### config.mk
export PLATFORM = sky130hd
export DESIGN_NAME = apb_master_bridge
export DESIGN_NICKNAME = d
export VERILOG_FILES = /design/src/rtl/apb_master_bridge.sv
export SDC_FILE = /design/constraint.sdc
export NUM_CORES = 1
export LEC_CHECK = 0
export ABC_AREA = 1
export BUFFER_PORTS_ARGS = -buffer_cell sky130_fd_sc_hd__buf_2
export CORE_ASPECT_RATIO = 1.5
export CORE_UTILIZATION = 30
export CTS_BUF_LIST = sky130_fd_sc_hd__clkbuf_4
export DETAILED_ROUTE_END_ITERATION = 8
export PLACE_DENSITY = 0.58
export REMOVE_ABC_BUFFERS = 1
export SYNTH_ARGS = -nofsm -noshare
export SYNTH_HDL_FRONTEND = slang
export SYNTH_SLANG_ARGS = --single-unit
### constraint.sdc
create_clock -name PCLK -period 2.7 [get_ports PCLK]
set_input_delay 0.27 -clock PCLK [delete_from_list [all_inputs] [get_ports PCLK]]
set_output_delay 0.27 -clock PCLK [all_outputs]
set_load 0.01 [all_outputs]
### src/rtl/apb_master_bridge.sv
// APB initiator: turns a valid/ready command into an APB SETUP/ACCESS transfer
// and returns a single-cycle response, aborting on a wait-state timeout.
module apb_master_bridge #(
    parameter int ADDR_WIDTH     = 4,
    parameter int DATA_WIDTH     = 32,
    parameter int TIMEOUT_CYCLES = 16
) (
    input  logic                  PCLK,
    input  logic                  PRESETn,
    input  logic                  cmd_valid,
    output logic                  cmd_ready,
    input  logic                  cmd_write,
    input  logic [ADDR_WIDTH-1:0] cmd_addr,
    input  logic [DATA_WIDTH-1:0] cmd_wdata,
    output logic                  rsp_valid,
    output logic [DATA_WIDTH-1:0] rsp_rdata,
    output logic                  rsp_err,
    output logic                  rsp_timeout,
    output logic                  PSEL,
    output logic                  PENABLE,
    output logic                  PWRITE,
    output logic [ADDR_WIDTH-1:0] PADDR,
    output logic [DATA_WIDTH-1:0] PWDATA,
    input  logic [DATA_WIDTH-1:0] PRDATA,
    input  logic                  PREADY,
    input  logic                  PSLVERR
);

    localparam int CNT_W     = (TIMEOUT_CYCLES > 0) ? $clog2(TIMEOUT_CYCLES + 1) : 1;
    localparam int LAST_WAIT = (TIMEOUT_CYCLES > 0) ? TIMEOUT_CYCLES - 1 : 0;

    typedef enum logic [1:0] {
        IDLE,
        SETUP,
        ACCESS,
        RESP
    } state_t;

    state_t                  state;
    state_t                  state_nxt;
    logic [CNT_W-1:0]        wait_cnt;
    logic                    write_q;
    logic [ADDR_WIDTH-1:0]   addr_q;
    logic [DATA_WIDTH-1:0]   wdata_q;
    logic                    timeout_hit;

    // The last permitted wait cycle aborts instead of extending the transfer.
    always_comb begin
        timeout_hit = (TIMEOUT_CYCLES != 0) && !PREADY &&
                      (wait_cnt == LAST_WAIT[CNT_W-1:0]);
    end

    always_ff @(posedge PCLK or negedge PRESETn) begin
        if (!PRESETn) begin
            state <= IDLE;
        end else begin
            state <= state_nxt;
        end
    end

    always_comb begin
        state_nxt = state;
        cmd_ready = 1'b0;
        rsp_valid = 1'b0;
        PSEL      = 1'b0;
        PENABLE   = 1'b0;
        PWRITE    = 1'b0;
        PADDR     = '0;
        PWDATA    = '0;
        case (state)
            IDLE: begin
                cmd_ready = 1'b1;
                if (cmd_valid) begin
                    state_nxt = SETUP;
                end
            end
            SETUP: begin
                PSEL      = 1'b1;
                PWRITE    = write_q;
                PADDR     = addr_q;
                PWDATA    = wdata_q;
                state_nxt = ACCESS;
            end
            ACCESS: begin
                PSEL    = 1'b1;
                PENABLE = 1'b1;
                PWRITE  = write_q;
                PADDR   = addr_q;
                PWDATA  = wdata_q;
                if (PREADY || timeout_hit) begin
                    state_nxt = RESP;
                end
            end
            RESP: begin
                rsp_valid = 1'b1;
                state_nxt = IDLE;
            end
            default: begin
                state_nxt = IDLE;
            end
        endcase
    end

    // Command capture, wait counter and response registers; responses hold until overwritten.
    always_ff @(posedge PCLK or negedge PRESETn) begin
        if (!PRESETn) begin
            wait_cnt    <= '0;
            write_q     <= 1'b0;
            addr_q      <= '0;
            wdata_q     <= '0;
            rsp_rdata   <= '0;
            rsp_err     <= 1'b0;
            rsp_timeout <= 1'b0;
        end else begin
            case (state)
                IDLE: begin
                    if (cmd_valid) begin
                        write_q <= cmd_write;
                        addr_q  <= cmd_addr;
                        wdata_q <= cmd_wdata;
                    end
                end
                ACCESS: begin
                    if (PREADY) begin
                        rsp_rdata   <= write_q ? '0 : PRDATA;
                        rsp_err     <= PSLVERR;
                        rsp_timeout <= 1'b0;
                    end else begin
                        if (wait_cnt != {CNT_W{1'b1}}) begin
                            wait_cnt <= wait_cnt + CNT_W'(1);
                        end
                        if (timeout_hit) begin
                            rsp_rdata   <= '0;
                            rsp_err     <= 1'b1;
                            rsp_timeout <= 1'b1;
                        end
                    end
                end
                RESP: begin
                    wait_cnt <= '0;
                end
                default: begin
                end
            endcase
        end
    end

endmodule
==> results of run 1 <==
## logic make-up (layout without fill, tap and decap cells)
kind of cell,Yosys count,after routing
simple gates,98,98
buf+inv,92,245
flops,78,78
compound gates,43,43
mux,37,37
fa+ha+maj,7,7
## power by group
group | switching [mW] | internal [mW]
clock network | 0.398 | 0.276
logic | 1.45 | 1.17
registers | 0.270 | 1.68
total | 2.12 | 3.13
## metrics by stage
step	utilization (%)	total power, mW	hold WS, ns	area [um2]
after floorplan	-	3.56	-0.0256	3480
after global placement	38.3	4.57	0.462	4440
after detailed placement	38.3	4.65	0.463	4440
after CTS	39.5	5.36	0.00289	4570
after global routing	39.5	5.75	0.0316	4570
final	39.5	5.25	-0.00136	4570
## state kept, by name (all words and copies together) (netlist names)
| signal | count |
|---|---|
| rsp_rdata | 32 |
| wdata_q | 32 |
| wait_cnt | 5 |
| state | 2 |
| rsp_err | 1 |
| addr_q | 4 |
| write_q | 1 |
| rsp_timeout | 1 |
## cell usage after synthesis
master,n
buf_2,5
inv_1,79
nand4_1,1
or2_2,1
buf_1,1
o21ai_2,30
nor2_1,9
or2_4,1
nand3_1,3
dfrtp_1,78
o21bai_1,1
nand2_2,2
o21ai_0,10
a21oi_1,1
buf_6,6
nand3b_1,1
mux2_2,37
o22a_2,1
clkbuf_1,1
nand2_1,80
ha_1,7
## area by class of cell
| cell class | instances | area (um2) |
|---|---|---|
| Fill cell | 1182 | 7020 |
| Sequential cell | 78 | 1950 |
| Multi-Input combinational cell | 185 | 1230 |
| Timing Repair Buffer | 151 | 778 |
| Inverter | 79 | 297 |
| Tap cell | 150 | 188 |
| Clock buffer | 9 | 67.6 |
| Clock inverter | 6 | 62.6 |
## routing by layer
metal	vias to the layer above	global-route usage (%)	wire, um
met1	1288	14.8	3090
met3	14	3.03	549
met2	109	23.1	3920
li1	1369	-	-
met4	0	7.41	190
met5	-	0	0
## cell usage in the layout, fill, tap and decap left out
master	n
a21oi_1	1
buf_12	1
buf_2	147
buf_4	3
bufinv_16	1
clkbuf_4	9
clkinv_1	1
clkinv_2	1
clkinvlp_4	2
dfrtp_1	78
ha_1	7
inv_1	79
inv_6	1
mux2_2	37
nand2_1	80
nand2_2	2
nand3_1	3
nand3b_1	1
nand4_1	1
nor2_1	9
o21ai_0	10
o21ai_2	30
o21bai_1	1
o22a_2	1
or2_2	1
or2_4	1
## worst reg2reg max path, cell delays in order, from the launching register on
cell     delay (ns)
dfrtp_1        0.44
ha_1           0.21
nand2_1        0.08
nor2_1         0.18
ha_1           0.20
nand2_1        0.07
nand2_1        0.10
inv_1          0.04
buf_4          0.22
nand2_1        0.14
o21ai_2        0.06
## worst max path at each step
stage	from	endpoint	slack [ns]	cells past startpoint
after floorplan	wait_cnt[0]	rsp_rdata[0]	0.92	9
after global placement	wait_cnt[0]	rsp_rdata[27]	0.92	10
after detailed placement	wait_cnt[0]	rsp_rdata[28]	0.86	10
after CTS	state[1]	PWDATA[1]	0.58	6
after global routing	state[0]	PWDATA[8]	0.46	6
final	state[1]	PWDATA[8]	0.64	6
==> qor.yml, run 1 <==
synth:
  synth_seq_area_share_pct: 54.5
  netlist_area_um2: 3580
  syn_area_per_cell_um2: 10.1
  ys_seq_elements: 78
  synth_top_family_by_area: "multiplexers"
  synth.area.top_cells: "dfrtp_1 (55%), mux2_2 (12%), nand2_1 (8.4%)"
  netlist_instances: 355
  yosys.area_share.simple_pct: 10.9
  synth.distinct_cells: 21
  synth_fa_ha_area_share_pct: 2.45
  synth_top_area_share_pct: 54.5
  synth-xor-area-share_pct: 0
  synth-compound-area-share_pct: 9.37
  muxShareOfSynthArea_pct: 11.6
  ys_warn_count: 0
  yosysTopAreaCell: "dfrtp_1"
floorplan:
  die_area_um2: 12400
  ios: 149
  coreArea_um2: 11600
  rows: 48
  start_util_pct: 30.9
  fp.dieW_um: 91.2
  die_y_um: 136
clock_tree:
  cts_max_level: 3
  hold_buffers: 0
  cts-buffers-inserted: 9
  ctsResizeCount: 0
  cts_setup_buffers: 0
  numClockSinks: 78
  clock_latency_ns: 0.42
  clkTransAtPathRegs_ns: 0.11
  clockBufferDepth: 2
  cts_tree: "done"
  clockRootBuffer: "clkbuf_4"
timing:
  slew_headroom_pct: 34.8
  hold_viol: 1
  hold_ws_ns: -0.00136
  rsz0062_at_grt: "no"
  setup_slack_ns: 0.636
  min_period_over_period_pct: 76.4
  setup_viol: 0
  clock.fmax_ghz: 0.484
  finalSetupTns_ns: 0
  drv_slew: 0
  skew_ns: 0.0132
  final.min_clock_period_ns: 2.06
  max_slew.worst_pin.slew_ns: 0.978
pwr:
  p_leak_nw: 2.73
  power.density_nw_per_um2: 1150
  peakVddDrop_v: 0.000337
worst_setup_path:
  arrival_ns: 1.79
  critPathMaxStageDelay_ns: 0.44
  path_delay_family: "buffers and inverters"
  path_buf_inv: 4
  cpMaxStageDelayCell: "ha_1"
  crit_top_cell: "inv_1"
  crit_fanout: 34
  startpoint_type: "flip-flop"
  ff2ff_path_depth: 10
  regToRegSetupSlack_ns: 0.84
  r2r_start: "wait_cnt[0]"
  cp-end-kind: "output pin"
  worstPathRequired_ns: 2.43
  worstSetupPathType: "reg -> out"
  cp_cell_sequence: "inv_1 > ha_1 > buf_12 > nand2_1 > inv_1 > buf_2"
  rr_endpoint: "rsp_rdata[3]"
cells_and_area:
  layout-area-overhead-vs-synth_pct: 27.8
  final_nets: 585
  drive_gt1_share_pct: 46.7
  layout.cells.non_filler: 658
  antenna_cells: 0
placement:
  io_buffers: 148
  gp_congestion: 0.717
  place_inst: 643
  post-dp-hpwl_um: 5650
  pre_cts_ws_ns: 0.858
grt:
  grt_pass1_wl_um: 12800
  grt_pass1_vias: 2829
  grt_start_max_net_pins: 79
  gr-total-overflow: 0
  grt_use_total_pct: 13.2
  antenna_found_initial: 0
min_path:
  hold_path_class: "in -> async"
route:
  drt_pass1_iterations: 4
  wl_um: 7750
  final_antenna_net_count: 0
  routed_via_density: 4.22
  vias: 2780
  drtIter0Drc: 89
  wl_per_cell_um: 11.8
  drc: 0
run_status:
  violations: "negative hold slack"
  status: "finished, violations left"
flow_run:
  max-cap-violations: 0
Note: power is estimated with default switching activity, not from simulation.
==> run 2: changes to the inputs <==
Clock period 2.7 ns to 2.1 ns, I/O delays scaled along.
==> run 2 against run 1 <==
The run now ends clean. Non-clock buffer count rose by 69. Worst setup slack worse by 0.46 ns. Total power rose by 34%. Critical endpoint is now PWDATA[21]. Routed wire length rose by 8.8%. Global-route usage rose by 1.1 points. Cell area up 16%.
==> qor.yml, run 2 (synthesis results as in run 1) <==
run_status:
  status: "complete, no violations"  # was finished, violations left
pwr:
  peakVddDrop_v: 0.000411  # was 0.000337 V
  switching_power_mw: 2.77  # was 2.12 mW
  internal-power_mw: 4.25  # was 3.13 mW
  seq_power_share_pct: 35.6  # was 37.1%
  switching_share_pct: 39.4  # was 40.4%
  combPwrFrac_pct: 50.5  # was 50.0%
  clkPwrFrac_pct: 13.9  # was 12.8%
  p_leak_nw: 3.04  # was 2.73 nW
  power.density_nw_per_um2: 1320  # was 1150 nW/um2
cells_and_area:
  drive_gt1_share_pct: 41.3  # was 46.7%
  final_common_cell: "buf_2"  # unchanged
  final_nets: 654  # was 585
  reg_top3: "rsp_rdata x32, wdata_q x32, wait_cnt x5"  # unchanged
  layout-area-overhead-vs-synth_pct: 48.1  # was 27.8%
  layout_common_cells: "buf_2 (147), nand2_1 (80), inv_1 (79)"  # unchanged
  final_util_pct: 45.7  # was 39.5%
  antenna_cells: 0  # unchanged
flow_run:
  max-cap-violations: 0  # unchanged
timing:
  rsz0062_at_grt: "no"  # unchanged
  clock.fmax_ghz: 0.521
  max_slew.worst_pin.slew_ns: 0.643  # was 0.978 ns
  hold_viol: 0  # was 1
  skew_ns: 0.0132  # about the same
  drv_slew: 0  # unchanged
  min_period_over_period_pct: 91.4
  setup_viol: 0  # unchanged
  final.min_clock_period_ns: 1.92
  slew_headroom_pct: 57.2  # was 34.8%
  finalSetupTns_ns: 0  # unchanged
floorplan:
  die_y_um: 136  # unchanged
  ios: 149  # unchanged
  fp.dieW_um: 91.2  # unchanged
  coreArea_um2: 11600  # unchanged
  start_util_pct: 30.9  # unchanged
  rows: 48  # unchanged
  die_area_um2: 12400  # unchanged
clock_tree:
  numClockSinks: 78  # unchanged
  cts_max_level: 3  # unchanged
  cts_setup_buffers: 0  # unchanged
  clockBufferDepth: 2  # unchanged
  cts_tree: "done"  # unchanged
  clkTransAtPathRegs_ns: 0.12  # was 0.11 ns
  clockRootBuffer: "clkbuf_4"  # unchanged
  cts-buffers-inserted: 9  # unchanged
  clock_latency_ns: 0.42  # about the same
placement:
  post-dp-hpwl_um: 5790  # was 5650 um
  gp_congestion: 0.699  # was 0.717
  io_buffers: 148  # unchanged
route:
  vias: 3079  # was 2780
  wl_per_cell_um: 11.6  # was 11.8 um
  drtIter0Drc: 85  # was 89
  dr_wl_met2_um: 4460  # was 3920 um
  wl_met3_um: 457  # was 549 um
  final_antenna_net_count: 0  # unchanged
  routed_via_density: 4.24  # was 4.22
  wl_um: 8430  # was 7750 um
  drt_pass1_iterations: 4  # unchanged
  dr.max_layer_used: "met4"  # unchanged
  met1_length_um: 3350  # was 3090 um
  drc: 0  # unchanged
grt:
  antenna_found_initial: 0  # unchanged
  grt_use_total_pct: 14.3  # was 13.2%
  grt_pass1_vias: 3177  # was 2829
  grt_pass1_wl_um: 14000  # was 12800 um
  grt_start_max_net_pins: 48  # was 79
  gr-total-overflow: 0  # unchanged
worst_setup_path:
  crit_fanout: 32  # was 34
  worstPathRequired_ns: 1.89  # was 2.43 ns
  arrival_ns: 1.71  # was 1.79 ns
  cp-end-kind: "output pin"  # unchanged
  worstSetupPathType: "reg -> out"  # unchanged
  startpoint_type: "flip-flop"  # unchanged
min_path:
  hold_path_class: "in -> reg"  # was in -> async
run 2: final cells by class:
class / instances / area [um2]
Clock buffer: 9 / 67.6
Clock inverter: 5 / 76.3
Timing Repair Buffer: 220 / 1490
Fill cell: 1106 / 6290
Inverter: 79 / 297
Multi-Input combinational cell: 185 / 1230
Sequential cell: 78 / 1950
Tap cell: 150 / 188
run 2: per-layer routing:
| layer | up-vias | GRT usage, % |
|---|---|---|
| met4 | 0 | 7.41 |
| met2 | 102 | 27.4 |
| met1 | 1451 | 14.6 |
| li1 | 1516 | - |
| met3 | 10 | 2.64 |
| met5 | - | 0 |
run 2: repair_timing:
action,CTS,global route
endpoints found under the hold margin,112,0
setup endpoints to repair,0,30
hold buffers,67,0
gates resized for setup,0,3
run 2: final timing paths:
kind | from | to | slack (ns) | cells past startpoint
hold / removal | PRDATA[28] | rsp_rdata[28] | 0.03 | 3
max in group asynchronous | PRESETn | wdata_q[21] | 1.15 | 3
hold reg to reg | rsp_rdata[23] | rsp_rdata[23] | 0.49 | 2
setup / recovery | state[1] | PWDATA[21] | 0.18 | 6
setup reg to reg | wait_cnt[0] | rsp_rdata[31] | 0.32 | 10
min in group asynchronous | PRESETn | write_q | 0.36 | 2
run 2: power groups by stage:
stage	sequential [mW]	combinational, mW	clock, mW
final	2.50	3.55	0.974
after global routing	2.59	3.97	1.08
after CTS	2.50	3.54	1.03
after detailed placement	2.53	3.44	0
after global placement	2.51	3.37	0
after floorplan	2.58	2.01	0
run 2: stage by stage:
step	hold WS [ns]	power (mW)	instances	setup WS, ns	cell area, um2
2_1_floorplan	-0.0856	4.58	342	0.319	3480
3_3_place_gp	0.270	5.87	645	0.389	4470
3_5_place_dp	0.282	5.98	645	0.349	4470
4_1_cts	0.00130	7.08	726	0.0264	5290
5_1_grt	0.00275	7.64	726	0.0219	5300
6_report	0.0347	7.02	726	0.180	5300
run 2: worst max-delay path: stages, from the launching register on:
cell	delay, ns
dfrtp_1	0.41
inv_1	0.09
ha_1	0.35
buf_12	0.19
nand2_1	0.07
inv_1	0.06
buf_2	0.13
